==> src/rtl/ps2_pkg.sv <==
// ps2_pkg: shared definitions for the PS/2 key event decoder.
//   - scan-code constants for the E0/F0 prefixes, shift keys and caps lock
//   - prefix-state enum used by the decoder FSM
//   - key event struct carried through the event FIFO
//   - ps2_ascii(): set 2 scan code to ASCII for letters, digits and space
package ps2_pkg;

   localparam logic [7:0] PS2_EXT    = 8'hE0;
   localparam logic [7:0] PS2_BRK    = 8'hF0;
   localparam logic [7:0] PS2_LSHIFT = 8'h12;
   localparam logic [7:0] PS2_RSHIFT = 8'h59;
   localparam logic [7:0] PS2_CAPS   = 8'h58;

   typedef enum logic [1:0] {
      IDLE,
      EXT,
      BRK,
      EXT_BRK
   } ps2_state_e;

   typedef struct packed {
      logic       ext;       // E0-prefixed key
      logic       is_break;  // key release
      logic [7:0] code;      // final scan code byte
      logic [7:0] ascii;     // translation, 0 if unmapped
   } ps2_event_t;

   localparam int unsigned PS2_EVENT_W = $bits(ps2_event_t);

   // Letters return lowercase unless upper is set; digits and space ignore upper.
   function automatic logic [7:0] ps2_ascii(input logic [7:0] code, input logic upper);
      logic [7:0] letter;
      logic [7:0] other;
      letter = 8'h00;
      other  = 8'h00;
      case (code)
         8'h1C: letter = 8'h61; // a
         8'h32: letter = 8'h62; // b
         8'h21: letter = 8'h63; // c
         8'h23: letter = 8'h64; // d
         8'h24: letter = 8'h65; // e
         8'h2B: letter = 8'h66; // f
         8'h34: letter = 8'h67; // g
         8'h33: letter = 8'h68; // h
         8'h43: letter = 8'h69; // i
         8'h3B: letter = 8'h6A; // j
         8'h42: letter = 8'h6B; // k
         8'h4B: letter = 8'h6C; // l
         8'h3A: letter = 8'h6D; // m
         8'h31: letter = 8'h6E; // n
         8'h44: letter = 8'h6F; // o
         8'h4D: letter = 8'h70; // p
         8'h15: letter = 8'h71; // q
         8'h2D: letter = 8'h72; // r
         8'h1B: letter = 8'h73; // s
         8'h2C: letter = 8'h74; // t
         8'h3C: letter = 8'h75; // u
         8'h2A: letter = 8'h76; // v
         8'h1D: letter = 8'h77; // w
         8'h22: letter = 8'h78; // x
         8'h35: letter = 8'h79; // y
         8'h1A: letter = 8'h7A; // z
         default: letter = 8'h00;
      endcase
      case (code)
         8'h45: other = 8'h30;
         8'h16: other = 8'h31;
         8'h1E: other = 8'h32;
         8'h26: other = 8'h33;
         8'h25: other = 8'h34;
         8'h2E: other = 8'h35;
         8'h36: other = 8'h36;
         8'h3D: other = 8'h37;
         8'h3E: other = 8'h38;
         8'h46: other = 8'h39;
         8'h29: other = 8'h20; // space
         default: other = 8'h00;
      endcase
      if (letter != 8'h00) begin
         return upper ? (letter - 8'h20) : letter;
      end
      return other;
   endfunction

endpackage

==> src/rtl/ps2_event_fifo.sv <==
// ps2_event_fifo: synchronous FIFO for decoded key events.
//   clk, clrn  : clock, asynchronous active-high reset
//   push_i     : write data_i (ignored when full)
//   data_i     : event to store
//   pop_i      : remove head (ignored when empty)
//   valid_o    : head entry is valid
//   data_o     : head entry, forced to 0 when empty
//   level_o    : number of occupied entries
// DEPTH must be a power of two so the pointers wrap naturally.
module ps2_event_fifo #(
   parameter int unsigned DEPTH = 4,
   parameter int unsigned WIDTH = 18
) (
   input  logic                   clk,
   input  logic                   clrn,
   input  logic                   push_i,
   input  logic [WIDTH-1:0]       data_i,
   input  logic                   pop_i,
   output logic                   valid_o,
   output logic [WIDTH-1:0]       data_o,
   output logic [$clog2(DEPTH):0] level_o
);

   localparam int unsigned AW = $clog2(DEPTH);

   logic [WIDTH-1:0] mem_q [DEPTH];
   logic [AW-1:0]    wptr_q, wptr_d;
   logic [AW-1:0]    rptr_q, rptr_d;
   logic [AW:0]      level_q, level_d;
   logic             full;
   logic             do_push;
   logic             do_pop;

   assign full    = (level_q == (AW+1)'(DEPTH));
   assign do_push = push_i && !full;
   assign do_pop  = pop_i && (level_q != '0);

   always_comb begin
      wptr_d  = wptr_q;
      rptr_d  = rptr_q;
      level_d = level_q;
      if (do_push) begin
         wptr_d = wptr_q + AW'(1);
      end
      if (do_pop) begin
         rptr_d = rptr_q + AW'(1);
      end
      // Simultaneous push and pop leave the level unchanged.
      unique case ({do_push, do_pop})
         2'b10:   level_d = level_q + (AW+1)'(1);
         2'b01:   level_d = level_q - (AW+1)'(1);
         default: level_d = level_q;
      endcase
   end

   always_ff @(posedge clk or posedge clrn) begin
      if (clrn) begin
         wptr_q  <= '0;
         rptr_q  <= '0;
         level_q <= '0;
      end else begin
         wptr_q  <= wptr_d;
         rptr_q  <= rptr_d;
         level_q <= level_d;
      end
   end

   // Storage needs no reset: the head is masked while the FIFO is empty.
   always_ff @(posedge clk) begin
      if (do_push) begin
         mem_q[wptr_q] <= data_i;
      end
   end

   assign valid_o = (level_q != '0);
   assign data_o  = valid_o ? mem_q[rptr_q] : '0;
   assign level_o = level_q;

endmodule

==> src/rtl/ps2_key_event_decoder.sv <==
// ps2_key_event_decoder: turns a PS/2 set 2 scan-byte stream into key events.
//   clk, clrn      : clock, asynchronous active-high reset
//   in_valid/ready : scan byte handshake from the receiver (back-pressure only)
//   in_data        : scan byte
//   out_valid/ready: event handshake towards the consumer
//   out_code/ext/release/ascii : head event fields
//   key_count      : accepted make events, wraps
//   shift, caps    : modifier state
//   fifo_level     : occupied event FIFO entries
// A decoded event sits one cycle in ev_q before being written to the FIFO,
// giving a two-cycle byte-to-out_valid latency.
module ps2_key_event_decoder
   import ps2_pkg::*;
#(
   parameter int unsigned FIFO_DEPTH    = 4,
   parameter int unsigned CNT_W         = 8,
   parameter int unsigned REPEAT_FILTER = 1
) (
   input  logic                        clk,
   input  logic                        clrn,
   input  logic                        in_valid,
   input  logic [7:0]                  in_data,
   output logic                        in_ready,
   output logic                        out_valid,
   input  logic                        out_ready,
   output logic [7:0]                  out_code,
   output logic                        out_ext,
   output logic                        out_release,
   output logic [7:0]                  out_ascii,
   output logic [CNT_W-1:0]            key_count,
   output logic                        shift,
   output logic                        caps,
   output logic [$clog2(FIFO_DEPTH):0] fifo_level
);

   localparam int unsigned LW = $clog2(FIFO_DEPTH) + 1;
   localparam logic [LW:0] DEPTH_L = (LW+1)'(FIFO_DEPTH);

   ps2_state_e       state_q, state_d;
   ps2_event_t       ev_q, ev_d;
   logic             push_q, push_d;
   logic [8:0]       held_q, held_d;
   logic             held_vld_q, held_vld_d;
   logic             lshift_q, lshift_d;
   logic             rshift_q, rshift_d;
   logic             caps_q, caps_d;
   logic [CNT_W-1:0] count_q, count_d;

   logic             byte_acc;
   logic             emit;
   logic             emit_ext;
   logic             emit_brk;
   logic             upper;
   logic [8:0]       key_id;
   logic             held_hit;
   logic             filtered;
   logic [LW:0]      occupancy;
   ps2_event_t       head_ev;

   // The staged event counts as occupied so a full FIFO never sees a push.
   assign occupancy = {1'b0, fifo_level} + {{LW{1'b0}}, push_q};
   assign in_ready  = (occupancy < DEPTH_L);
   assign byte_acc  = in_valid && in_ready;

   // Prefix decoding: decide whether this byte completes an event.
   always_comb begin
      state_d  = state_q;
      emit     = 1'b0;
      emit_ext = 1'b0;
      emit_brk = 1'b0;
      if (byte_acc) begin
         unique case (state_q)
            IDLE: begin
               if (in_data == PS2_EXT) begin
                  state_d = EXT;
               end else if (in_data == PS2_BRK) begin
                  state_d = BRK;
               end else begin
                  emit = 1'b1;
               end
            end
            EXT: begin
               if (in_data == PS2_BRK) begin
                  state_d = EXT_BRK;
               end else if (in_data != PS2_EXT) begin
                  emit     = 1'b1;
                  emit_ext = 1'b1;
                  state_d  = IDLE;
               end
            end
            BRK: begin
               // A stray E0 after F0 does not promote to an extended break.
               if ((in_data != PS2_BRK) && (in_data != PS2_EXT)) begin
                  emit     = 1'b1;
                  emit_brk = 1'b1;
                  state_d  = IDLE;
               end
            end
            EXT_BRK: begin
               if ((in_data != PS2_BRK) && (in_data != PS2_EXT)) begin
                  emit     = 1'b1;
                  emit_ext = 1'b1;
                  emit_brk = 1'b1;
                  state_d  = IDLE;
               end
            end
            default: state_d = IDLE;
         endcase
      end
   end

   assign upper    = (lshift_q | rshift_q) ^ caps_q;
   assign key_id   = {emit_ext, in_data};
   assign held_hit = held_vld_q && (held_q == key_id);
   assign filtered = (REPEAT_FILTER != 0) && held_hit;

   // Event construction and modifier/held/count updates. ASCII uses the
   // modifier state from before this event's own update.
   always_comb begin
      ev_d       = ev_q;
      push_d     = 1'b0;
      held_d     = held_q;
      held_vld_d = held_vld_q;
      lshift_d   = lshift_q;
      rshift_d   = rshift_q;
      caps_d     = caps_q;
      count_d    = count_q;
      if (emit) begin
         ev_d.ext      = emit_ext;
         ev_d.is_break = emit_brk;
         ev_d.code     = in_data;
         ev_d.ascii    = emit_ext ? 8'h00 : ps2_ascii(in_data, upper);
         if (!emit_brk) begin
            if (!filtered) begin
               push_d     = 1'b1;
               count_d    = count_q + CNT_W'(1);
               held_d     = key_id;
               held_vld_d = 1'b1;
               if (!emit_ext && (in_data == PS2_CAPS)) begin
                  caps_d = !caps_q;
               end
            end
            if (!emit_ext && (in_data == PS2_LSHIFT)) begin
               lshift_d = 1'b1;
            end
            if (!emit_ext && (in_data == PS2_RSHIFT)) begin
               rshift_d = 1'b1;
            end
         end else begin
            push_d = 1'b1;
            if (held_hit) begin
               held_vld_d = 1'b0;
            end
            if (!emit_ext && (in_data == PS2_LSHIFT)) begin
               lshift_d = 1'b0;
            end
            if (!emit_ext && (in_data == PS2_RSHIFT)) begin
               rshift_d = 1'b0;
            end
         end
      end
   end

   always_ff @(posedge clk or posedge clrn) begin
      if (clrn) begin
         state_q    <= IDLE;
         ev_q       <= '0;
         push_q     <= 1'b0;
         held_q     <= '0;
         held_vld_q <= 1'b0;
         lshift_q   <= 1'b0;
         rshift_q   <= 1'b0;
         caps_q     <= 1'b0;
         count_q    <= '0;
      end else begin
         state_q    <= state_d;
         ev_q       <= ev_d;
         push_q     <= push_d;
         held_q     <= held_d;
         held_vld_q <= held_vld_d;
         lshift_q   <= lshift_d;
         rshift_q   <= rshift_d;
         caps_q     <= caps_d;
         count_q    <= count_d;
      end
   end

   ps2_event_fifo #(
      .DEPTH (FIFO_DEPTH),
      .WIDTH (PS2_EVENT_W)
   ) u_fifo (
      .clk     (clk),
      .clrn    (clrn),
      .push_i  (push_q),
      .data_i  (ev_q),
      .pop_i   (out_ready),
      .valid_o (out_valid),
      .data_o  (head_ev),
      .level_o (fifo_level)
   );

   assign out_code    = head_ev.code;
   assign out_ext     = head_ev.ext;
   assign out_release = head_ev.is_break;
   assign out_ascii   = head_ev.ascii;
   assign key_count   = count_q;
   assign shift       = lshift_q | rshift_q;
   assign caps        = caps_q;

endmodule

==> config.mk <==
export PLATFORM = sky130hd
export DESIGN_NAME = ps2_key_event_decoder
export DESIGN_NICKNAME = d
export VERILOG_FILES = /design/src/rtl/ps2_pkg.sv /design/src/rtl/ps2_event_fifo.sv /design/src/rtl/ps2_key_event_decoder.sv
export SDC_FILE = /design/constraint.sdc
export NUM_CORES = 1
export LEC_CHECK = 0
export ABC_CLOCK_PERIOD_IN_PS = 4300
export CAP_MARGIN = 30
export CORE_AREA = 8 8 108 110
export CTS_CLUSTER_DIAMETER = 150
export DETAILED_ROUTE_END_ITERATION = 8
export DIE_AREA = 0 0 116 118
export PLACE_DENSITY_LB_ADDON = 0.15
export SYNTH_ARGS = -nofsm -noshare
export SYNTH_HDL_FRONTEND = slang
export SYNTH_HIERARCHICAL = 1
export SYNTH_SLANG_ARGS = --single-unit
==> constraint.sdc <==
create_clock -name clk -period 4.3 [get_ports clk]
set_input_delay 0.86 -clock clk [delete_from_list [all_inputs] [get_ports clk]]
set_output_delay 0.86 -clock clk [all_outputs]
set_load 0.01 [all_outputs]
==> metrics.txt, run 1 <==
sequential share of power=40.0%; Finished Layout Cells=665; Buf/Inv on CP=3; core box area=10000 um^2; largest net degree at the start of global routing=34; vias in the first global route=3,926; slowest stage delay, CP=0.58 ns; crit end category=register; nets@finish=546; Max-Cap Viols=0; final hold violations=0; first-pass GRT wire length=20,600 um; Net Switching=1.44 mW; Total GRT Usage=19.5%; clk slew on worst S/H paths=0.06 ns; CTS resizes=0; Peak VDD IR=395 uV; fillers=721; CP Max Fanout=10; CP delay by family, top=simple AND/OR/NAND/NOR gates; die extent in x=116 um; Starting DRT DRC Count=215; Num CTS Buffers=17; CP Launch Type=primary input; placer congestion estimate=0.859; Pleak=2.71 nW; most common library cells after synthesis=edfxtp_1 (72), nand2_1 (57), dfrtp_1 (49); post-route minimum period=3.47 ns; half-perimeter wire length after placement=8290 um; Port Buffers=44; setup TNS=0 ns; cell taking the most area after synthesis=edfxtp_1; DIE AREA=13,700 um^2; Hold Path Class=reg -> reg; Comb pwr share=31.1%; via/cell ratio=5.73; unrepaired setup endpoints after global routing=false; drt wl/cell=18.7 um; Power Internal=3.18 mW; sequential cell area fraction in the yosys report=57.9%; later-pin clock latency in the skew report=0.50 ns; critical path arrival=3.86 ns; Worst-Margin Slew=0.969 ns; floorplan row count=37; asr flop ratio synth=40.5%; CP max stage cell=clkdlybuf4s50_1; synth unique cells=65; crit share post-route=80.7%; syn avg cell area=12.7 um^2; syn_nets=492; Final setup viols=0; Cell Pwr Density=661 nW/um^2; Slew Limit Fails=0; Clk network pwr share=28.9%; outcome=finished, final reports clean; placed insts=633; clock root buffer=clkbuf_8; Top FF cell, synth=edfxtp_1; area growth from synthesis to layout=19.3%; multi-input logic area=2260 um^2; Synth top area share=36.9%; share of cells above drive strength 1=12.9%; via count=3,808; Worst slew margin=35.4%; Clock Tree Buf Depth=2; Sequential Area=3390 um^2; H-tree lvl count=4; Yosys reg bits=121; clock skew=0.00710 ns; type of the worst setup path=in -> reg; Cells after Synth=462; Sink Count=121; antenna cell count=0; initial antenna violation count=0; EDFF count, synth=72; grt total ovfl=0; Critical Path, Cell by Cell=clkdlybuf4s50_1 -> inv_1 -> ha_1 -> nor2b_1 -> a41oi_2 -> nand2_1 -> xor2_1 -> nand4_1 -> ha_1 -> inv_1 -> nor2_2 -> nand3_1 -> nor2_1 -> nand3_1 -> xnor2_1; DRT Wirelength=12,400 um; Post-route DRC=0; Sw Share=31.2%; setup repair bufs after CTS=0; Worst EP required=4.69 ns; post-route ant nets=0; Mapped Area=5850 um^2; most frequent cell after synthesis=edfxtp_1; synth top area cells=edfxtp_1 (37%), dfrtp_1 (21%), mux4_2 (6.9%); synth warn=6; hold-fix buffers at CTS=0; # IOs=45; Fmax=288 MHz; Initial Util=58.5%; DRT Pass-1 Iters=6; CTS tree=yes; DIE HEIGHT=118 um
## layout make-up
class | instances | area share, %
clock inverter | 14 | 2.10
clock buffer | 18 | 5.99
tap | 136 | 2.44
inverter | 19 | 1.02
sequential | 121 | 48.5
multi-input combinational | 302 | 32.4
timing repair buffer | 55 | 7.49
## cells by family after synthesis
family	Yosys count	synth area share [%]
AO/OA/AOI/OAI	74	9.02
flip-flops	121	57.9
multiplexers	25	8.15
AND/OR/NAND/NOR	159	13.6
buffers and inverters	39	3.44
adder cells (fa/ha/maj)	18	3.98
XOR/XNOR	26	3.89
## sequential cells by signal, summed over array words and instances, names as in the netlist, 2 cells and up
| signal | cells |
|---|---|
| u_fifo/mem_q | 72 |
| u_fifo/wptr_q | 2 |
| u_fifo/level_o | 3 |
| state_q | 2 |
| u_fifo/rptr_q | 2 |
| held_q | 9 |
| key_count | 8 |
| ev_q | 18 |
## routing by layer
metal  vias up  part of all wire [%]  track usage [%]
li1       1808                     -                -
met4         0                  0.56             4.38
met1      1866                    44             25.3
met3         6                   6.5             6.26
met5         -                     0                0
met2       128                    49             31.1
## worst paths after layout
check,from,slack [ns],cells past startpoint,endpoint
worst max register to register,u_fifo/level_o[0]$_DFFE_PP0P_,1.30,13,key_count[7]$_DFFE_PP0P_
worst min register to register,key_count[7]$_DFFE_PP0P_,0.47,1,key_count[7]$_DFFE_PP0P_
worst max-delay path,in_data[0],0.83,15,key_count[7]$_DFFE_PP0P_
max in group asynchronous,clrn,2.86,3,ev_q[0]$_DFFE_PP0P_
worst min-delay path,key_count[7]$_DFFE_PP0P_,0.47,1,key_count[7]$_DFFE_PP0P_
min in group asynchronous,clrn,0.63,2,u_fifo/level_o[2]$_DFFE_PP0P_
## power groups by stage
stage | Combinational [mW] | Sequential [mW] | Clock [mW]
after global routing | 1.59 | 1.89 | 1.40
final | 1.43 | 1.85 | 1.33
after floorplan | 0.932 | 1.78 | 0
after detailed placement | 1.45 | 1.87 | 0
after global placement | 1.42 | 1.84 | 0
after CTS | 1.46 | 1.85 | 1.35
## worst register-to-register path, stage by stage, from the launching register on
cell     delay, ns
dfrtp_1       0.42
a31oi_1       0.48
nand2_1       0.21
a41oi_2       0.21
nand2_1       0.13
xor2_1        0.17
nand4_1       0.11
ha_1          0.22
inv_1         0.07
nor2_2        0.33
nand3_1       0.13
nor2_1        0.17
nand3_1       0.11
xnor2_1       0.13
## stage by stage
step	hold slack, ns	util [%]	instance area, um^2	setup WS [ns]	power, mW
6_report	0.467	69.8	6980	0.830	4.61
5_1_grt	0.516	69.8	6980	0.643	4.88
4_1_cts	0.474	69.8	6980	0.879	4.66
3_5_place_dp	0.466	64.2	6410	0.350	3.31
3_3_place_gp	0.464	64.2	6410	0.480	3.27
2_1_floorplan	0.450	-	5850	1.13	2.71
## cells in the final DEF (no fill, tap or decap), types with 6 or more instances in the layout
master / count
nor2b_1: 6
edfxtp_1: 72
mux4_2: 18
nand2b_1: 8
nand2_1: 57
mux2i_1: 6
a21oi_1: 12
nand3_1: 8
o21ai_0: 17
xnor2_1: 14
clkdlybuf4s50_1: 44
ha_1: 17
nand4_1: 7
and2_1: 24
xor2_1: 12
nor2_1: 24
a31oi_1: 7
clkbuf_16: 16
inv_1: 18
buf_4: 11
dfrtp_1: 49
(Power assumes the default switching activity.)
==> inputs of run 2 (changes only) <==
--- a/config.mk
+++ b/config.mk
@@ -5,12 +5,12 @@
 export SDC_FILE = /design/constraint.sdc
 export NUM_CORES = 1
 export LEC_CHECK = 0
-export ABC_CLOCK_PERIOD_IN_PS = 4300
+export ABC_CLOCK_PERIOD_IN_PS = 3000
 export CAP_MARGIN = 30
-export CORE_AREA = 8 8 108 110
+export CORE_AREA = 8 8 115 117
 export CTS_CLUSTER_DIAMETER = 150
 export DETAILED_ROUTE_END_ITERATION = 8
-export DIE_AREA = 0 0 116 118
+export DIE_AREA = 0 0 123 125
 export PLACE_DENSITY_LB_ADDON = 0.15
 export SYNTH_ARGS = -nofsm -noshare
 export SYNTH_HDL_FRONTEND = slang
==> constraint.sdc (replaced) <==
create_clock -name clk -period 3 [get_ports clk]
set_input_delay 0.6 -clock clk [delete_from_list [all_inputs] [get_ports clk]]
set_output_delay 0.6 -clock clk [all_outputs]
set_load 0.01 [all_outputs]
==> run 2 against run 1 <==
Compared with the run above:
- sequential cell count is the same
- sequential power grew 41%
- register-to-register slack got worse by 0.83 ns
- worst hold slack better by 0.0037 ns
- global-route usage fell by 1.0 points
- clock skew grew 0.0051 ns
- clock power grew 56%
==> metrics.txt, run 2 (synthesized netlist as in run 1, its figures left out) <==
floorplan row count=40 (was 37); Worst slew margin=62.0% (was 35.4%); largest net degree at the start of global routing=23 (was 34); DRT Pass-1 Iters=5 (was 6); crit end category=register (unchanged); Port Buffers=44 (unchanged); Fmax=350 MHz; fillers=896 (was 721); core box area=11,600 um^2 (was 10000 um^2); CP Max Fanout=6 (was 10); Starting DRT DRC Count=248 (was 215); CP delay by family, top=compound AO/OA/AOI/OAI gates (was simple AND/OR/NAND/NOR gates); DRT Wirelength=13,400 um (was 12,400 um); Post-DP Area=6970 um^2 (was 6410 um^2); slowest stage delay, CP=0.49 ns (was 0.58 ns); Max-Cap Viols=0 (unchanged); Worst EP required=3.33 ns (was 4.69 ns); worst hold stages=1 (unchanged); Num CTS Buffers=17 (unchanged); Clock Tree Buf Depth=2 (unchanged); outcome=finished, final reports clean (unchanged); post-route ant nets=0 (unchanged); DIE HEIGHT=125 um (was 118 um); clk slew on worst S/H paths=0.05 ns (was 0.06 ns); Cell Pwr Density=916 nW/um^2 (was 661 nW/um^2); R2R Setup Slk=0.47 ns (was 1.30 ns); max FFs per register=72 (unchanged); hold-fix buffers at CTS=0 (unchanged); CP Launch Type=primary input (unchanged); setup repair bufs after CTS=0 (unchanged); clock skew=0.0122 ns (was 0.00710 ns); drt wl/cell=18.1 um (was 18.7 um); clock root buffer=clkbuf_16 (was clkbuf_8); die extent in x=123 um (was 116 um); Post-route DRC=0 (unchanged); Pleak=3.07 nW (was 2.71 nW); multi-input logic area=2270 um^2 (was 2260 um^2); half-perimeter wire length after placement=9680 um (was 8290 um); Largest Register=u_fifo/mem_q (unchanged); crit share post-route=95.3%; R2R Path Start=u_fifo/level_o[0]$_DFFE_PP0P_ (unchanged); Slew Limit Fails=0 (unchanged); CTS tree=yes (unchanged); Final setup viols=0 (unchanged); grt total ovfl=0 (unchanged); Hold Path Sink=key_count[7]$_DFFE_PP0P_ (unchanged); post-route minimum period=2.86 ns; antenna cell count=0 (unchanged); Worst R2R End=key_count[7]$_DFFE_PP0P_ (unchanged); Sink Count=121 (unchanged); critical path arrival=3.19 ns (was 3.86 ns); Initial Util=50.4% (was 58.5%); # IOs=45 (unchanged); CP max stage cell=clkdlybuf4s50_1 (unchanged); worst hold start=key_count[7]$_DFFE_PP0P_ (unchanged); most frequent CP cell=buf_4; initial antenna violation count=0 (unchanged); later-pin clock latency in the skew report=0.40 ns (was 0.50 ns); share of cells above drive strength 1=22.4% (was 12.9%); DIE AREA=15,400 um^2 (was 13,700 um^2); Worst-Margin Slew=0.568 ns (was 0.969 ns); Largest regs=u_fifo/mem_q (72), ev_q (18), held_q (9) (unchanged); placer congestion estimate=0.911 (was 0.859); first-pass GRT wire length=22,200 um (was 20,600 um); overall power=6.95 mW (was 4.61 mW); Sequential Area=3390 um^2 (unchanged); via count=4,134 (was 3,808); Hold Path Class=reg -> reg (unchanged); via/cell ratio=5.58 (was 5.73); most frequent cells in the layout=buf_4 (72), edfxtp_1 (72), nand2_1 (57), dfrtp_1 (49), clkdlybuf4s50_1 (44) (was edfxtp_1 (72), nand2_1 (57), dfrtp_1 (49), clkdlybuf4s50_1 (44)); H-tree lvl count=4 (unchanged); Total GRT Usage=18.5% (was 19.5%); area growth from synthesis to layout=29.7% (was 19.3%); Peak VDD IR=533 uV (was 395 uV); nets@finish=611 (was 546); Buf/Inv on CP=4 (was 3); final hold violations=0 (unchanged); Final Cell Area=7590 um^2 (was 6980 um^2); Critical Path, Cell by Cell=clkdlybuf4s50_1 -> inv_1 -> ha_1 -> nand2_1 -> buf_4 -> o21ai_0 -> a21oi_1 -> o32a_1 -> nand4_2 -> buf_4 -> o41ai_1 -> a22o_1 (was clkdlybuf4s50_1 -> inv_1 -> ha_1 -> nor2b_1 -> a41oi_2 -> nand2_1 -> xor2_1 -> nand4_1 -> ha_1 -> inv_1 -> nor2_2 -> nand3_1 -> nor2_1 -> nand3_1 -> xnor2_1); Register-to-Register Path Depth=13 (unchanged); vias in the first global route=4,335 (was 3,926); type of the worst setup path=in -> reg (unchanged)
run 2: per-layer routing:
layer	part of all wire, %	vias up	global-route usage, %	routed length, um
li1	-	1938	-	-
met1	43	2044	22.6	5760
met2	50	122	30.1	6670
met3	4.6	30	4.10	618
met4	2.9	0	8.86	394
met5	0	-	0	0
run 2: per-stage QoR:
step | setup WS (ns) | cells | TNS [ns] | hold WS [ns] | util [%]
floorplan | 0.0909 | 462 | 0 | 0.403 | -
global placement | -0.231 | 708 | -1.93 | 0.462 | 59.8
detailed placement | -0.293 | 709 | -2.90 | 0.468 | 60.1
CTS | 0.126 | 741 | 0 | 0.468 | 65.3
global route | -0.00508 | 741 | -0.00508 | 0.514 | 65.4
finish | 0.142 | 741 | 0 | 0.471 | 65.4
run 2: cell type report:
class,instances,area share (%)
well taps,147,2.42
clock inverters,14,2.34
clock buffers,18,5.66
multi-input cells,302,29.9
repair buffers,120,14.1
inverters,19,0.940
flip-flops and latches,121,44.6
run 2: power breakdown:
group | internal (mW) | switching (mW)
Clock | 1.38 | 0.693
Sequential | 2.28 | 0.315
Combinational | 1.22 | 1.06
run 2: how the worst max path moves through the flow:
stage                                  startpoint                        to  slack [ns]  cells past startpoint
detailed placement                     in_data[1]  key_count[7]$_DFFE_PP0P_       -0.29                     15
floorplan                              in_data[0]  key_count[7]$_DFFE_PP0P_        0.09                     14
finish                                 in_data[1]       ev_q[0]$_DFFE_PP0P_        0.14                     12
CTS                 u_fifo/level_o[0]$_DFFE_PP0P_               out_code[0]        0.13                      3
global route                           in_data[1]  key_count[7]$_DFFE_PP0P_      -0.005                     15
global placement                       in_data[1]       ev_q[2]$_DFFE_PP0P_       -0.23                     10
run 2: repair_timing:
action                                  in CTS  in global routing
gates resized for setup                      0                  2
hold endpoints to repair                     0                  0
endpoints found under the setup margin       0                  1
==> inputs of run 3 (changes only) <==
--- a/config.mk
+++ b/config.mk
@@ -7,11 +7,12 @@
 export LEC_CHECK = 0
 export ABC_CLOCK_PERIOD_IN_PS = 3000
 export CAP_MARGIN = 30
-export CORE_AREA = 8 8 115 117
+export CORE_AREA = 8 8 149 151
 export CTS_CLUSTER_DIAMETER = 150
 export DETAILED_ROUTE_END_ITERATION = 8
-export DIE_AREA = 0 0 123 125
+export DIE_AREA = 0 0 157 159
 export PLACE_DENSITY_LB_ADDON = 0.15
+export SETUP_SLACK_MARGIN = 0.05
 export SYNTH_ARGS = -nofsm -noshare
 export SYNTH_HDL_FRONTEND = slang
 export SYNTH_HIERARCHICAL = 1
==> run 3 against run 2 <==
Compared with the run above:
- die area rose by 62%
- sequential power hardly changed
- first-iteration DRC count decreased by 8.1%
- final area rose by 1.3%
- critical path depth shrank 2
- largest cell class unchanged
- wire length rose by 9.2%
- via count fell by 4.6%
- cell count grew 16%
- combinational power is essentially flat
==> metrics.txt, run 3 (synthesized netlist as in run 1, its figures left out) <==
CP Launch Type=primary input (unchanged); Sink Count=121 (unchanged); R2R Setup Slk=0.54 ns (was 0.47 ns); Fmax=350 MHz (about the same); Num CTS Buffers=17 (unchanged); clock root buffer=clkbuf_16 (unchanged); Critical Path, Cell by Cell=clkdlybuf4s50_1 -> inv_1 -> buf_4 -> ha_1 -> nor2_1 -> a211oi_1 -> o32a_1 -> nand4_2 -> o41a_1 -> a22o_1 (was clkdlybuf4s50_1 -> inv_1 -> ha_1 -> nand2_1 -> buf_4 -> o21ai_0 -> a21oi_1 -> o32a_1 -> nand4_2 -> buf_4 -> o41ai_1 -> a22o_1); Final setup viols=0 (unchanged); Largest regs=u_fifo/mem_q (72), ev_q (18), held_q (9) (unchanged); Worst setup startpoint=in_data[1] (unchanged); slowest stage delay, CP=0.50 ns (was 0.49 ns); Worst slew margin=62.5% (was 62.0%); largest net degree at the start of global routing=43 (was 23); drt wl/cell=17.0 um (was 18.1 um); DRT Wirelength=14,700 um (was 13,400 um); setup repair bufs after CTS=0 (unchanged); crit end category=register (unchanged); Starting DRT DRC Count=228 (was 248); post-route ant nets=0 (unchanged); die extent in x=157 um (was 123 um); critical path arrival=3.15 ns (was 3.19 ns); Buf/Inv on CP=3 (was 4); most frequent cells in the layout=edfxtp_1 (72), buf_4 (71), nand2_1 (57), dfrtp_1 (49), clkdlybuf4s50_1 (44) (was buf_4 (72), edfxtp_1 (72), nand2_1 (57), dfrtp_1 (49), clkdlybuf4s50_1 (44)); max FFs per register=72 (unchanged); Clock Tree Buf Depth=2 (unchanged); Cell Pwr Density=879 nW/um^2 (was 916 nW/um^2); vias in the first global route=4,303 (was 4,335); nets@finish=610 (was 611); # IOs=45 (unchanged); type of the worst setup path=in -> reg (unchanged); Worst R2R End=key_count[7]$_DFFE_PP0P_ (unchanged); Initial Util=29.5% (was 50.4%); Finished Layout Cells=863 (was 741); first-pass GRT wire length=24,100 um (was 22,200 um); Final Cell Area=7680 um^2 (was 7590 um^2); setup TNS=0 ns (unchanged); DRT Pass-1 Iters=4 (was 5); placer congestion estimate=0.843 (was 0.911); antenna cell count=0 (unchanged); Max-Cap Viols=0 (unchanged); DIE AREA=25,000 um^2 (was 15,400 um^2); unrepaired setup endpoints after global routing=true; Largest Register=u_fifo/mem_q (unchanged); via count=3,944 (was 4,134); Total GRT Usage=12.6% (was 18.5%); post-route minimum period=2.86 ns (about the same); area growth from synthesis to layout=31.3% (was 29.7%); via/cell ratio=4.57 (was 5.58); share of cells above drive strength 1=23.4% (was 22.4%); CP delay by family, top=compound AO/OA/AOI/OAI gates (unchanged); outcome=finished, final reports clean (unchanged); placed insts=831 (was 709); Hold Path Class=in -> async (was reg -> reg); worst setup path end=ev_q[0]$_DFFE_PP0P_ (unchanged); crit share post-route=95.2% (was 95.3%); CTS tree=yes (unchanged); CP max stage cell=o41a_1 (was clkdlybuf4s50_1); WP depth=10 (was 12); Post-DP Area=7110 um^2 (was 6970 um^2); Worst-Margin Slew=0.561 ns (was 0.568 ns); Pleak=3.04 nW (was 3.07 nW); DIE HEIGHT=159 um (was 125 um); leading cell type in the layout, fill and taps excluded=edfxtp_1; CP Max Fanout=4 (was 6); Slew Limit Fails=0 (unchanged); Port Buffers=44 (unchanged); grt total ovfl=0 (unchanged); Post-route DRC=0 (unchanged); initial antenna violation count=0 (unchanged); H-tree lvl count=4 (unchanged); Register-to-Register Path Depth=13 (unchanged); half-perimeter wire length after placement=10,500 um (was 9680 um); Peak VDD IR=459 uV (was 533 uV); later-pin clock latency in the skew report=0.42 ns (was 0.40 ns); core box area=19,800 um^2 (was 11,600 um^2); clk slew on worst S/H paths=0.06 ns (was 0.05 ns); clock skew=0.00893 ns (was 0.0122 ns); floorplan row count=52 (was 40); final hold violations=0 (unchanged); Worst EP required=3.30 ns (was 3.33 ns); R2R Path Start=u_fifo/level_o[0]$_DFFE_PP0P_ (unchanged)
## run 3: cell type report
cell class / count / area [um^2]
Sequential cell: 121 / 3390
Timing Repair Buffer: 119 / 1050
Multi-Input combinational cell: 302 / 2290
Clock buffer: 17 / 425
Fill cell: 1954 / 12200
Inverter: 19 / 71.3
Tap cell: 270 / 338
Clock inverter: 15 / 119
## run 3: worst reg2reg max path: cells and delay by family (launching register included)
family	cells	cell delay [ns]
fa+ha+maj	1	0.17
simple gates	7	0.86
xor+xnor	2	0.28
flops	1	0.44
buf+inv	1	0.07
compound gates	2	0.52
## run 3: how the worst min path moves through the flow
| stage | to | slack [ns] |
|---|---|---|
| 2_1_floorplan | u_fifo/level_o[0]$_DFFE_PP0P_ | 0.40 |
| 3_3_place_gp | lshift_q$_DFFE_PP0P_ | 0.46 |
| 3_5_place_dp | lshift_q$_DFFE_PP0P_ | 0.47 |
| 4_1_cts | u_fifo/rptr_q[1]$_DFFE_PP0P_ | 0.44 |
| 5_1_grt | u_fifo/rptr_q[1]$_DFFE_PP0P_ | 0.48 |
| 6_report | u_fifo/rptr_q[1]$_DFFE_PP0P_ | 0.45 |
## run 3: what timing repair did
action,4_1_cts,5_1_grt
hold buffers,0,0
setup endpoints to repair,15,22
gates resized for setup,1,5
## run 3: per-layer routing
layer	up-vias	wire, um	GRT usage, %
met3	10	541	3.53
met2	53	7030	20.3
met4	0	121	3.41
met1	1946	6980	16.1
li1	1935	-	-
met5	-	0	0
## run 3: per-stage QoR
| stage | power (mW) | setup WS, ns | hold slack [ns] | utilization (%) |
|---|---|---|---|---|
| CTS | 6.87 | 0.0765 | 0.442 | 38.6 |
| global placement | 4.92 | -0.253 | 0.465 | 35.8 |
| global route | 7.19 | 0.0272 | 0.482 | 38.7 |
| detailed placement | 4.98 | -0.312 | 0.473 | 35.8 |
| floorplan | 3.88 | 0.0909 | 0.403 | - |
| finish | 6.76 | 0.144 | 0.454 | 38.7 |
## run 3: report_power, final
part / internal, mW / leakage (nW) / switching, mW
clock network: 1.07 / 0.257 / 0.787
logic: 1.22 / 1.49 / 1.07
registers: 2.28 / 1.29 / 0.323
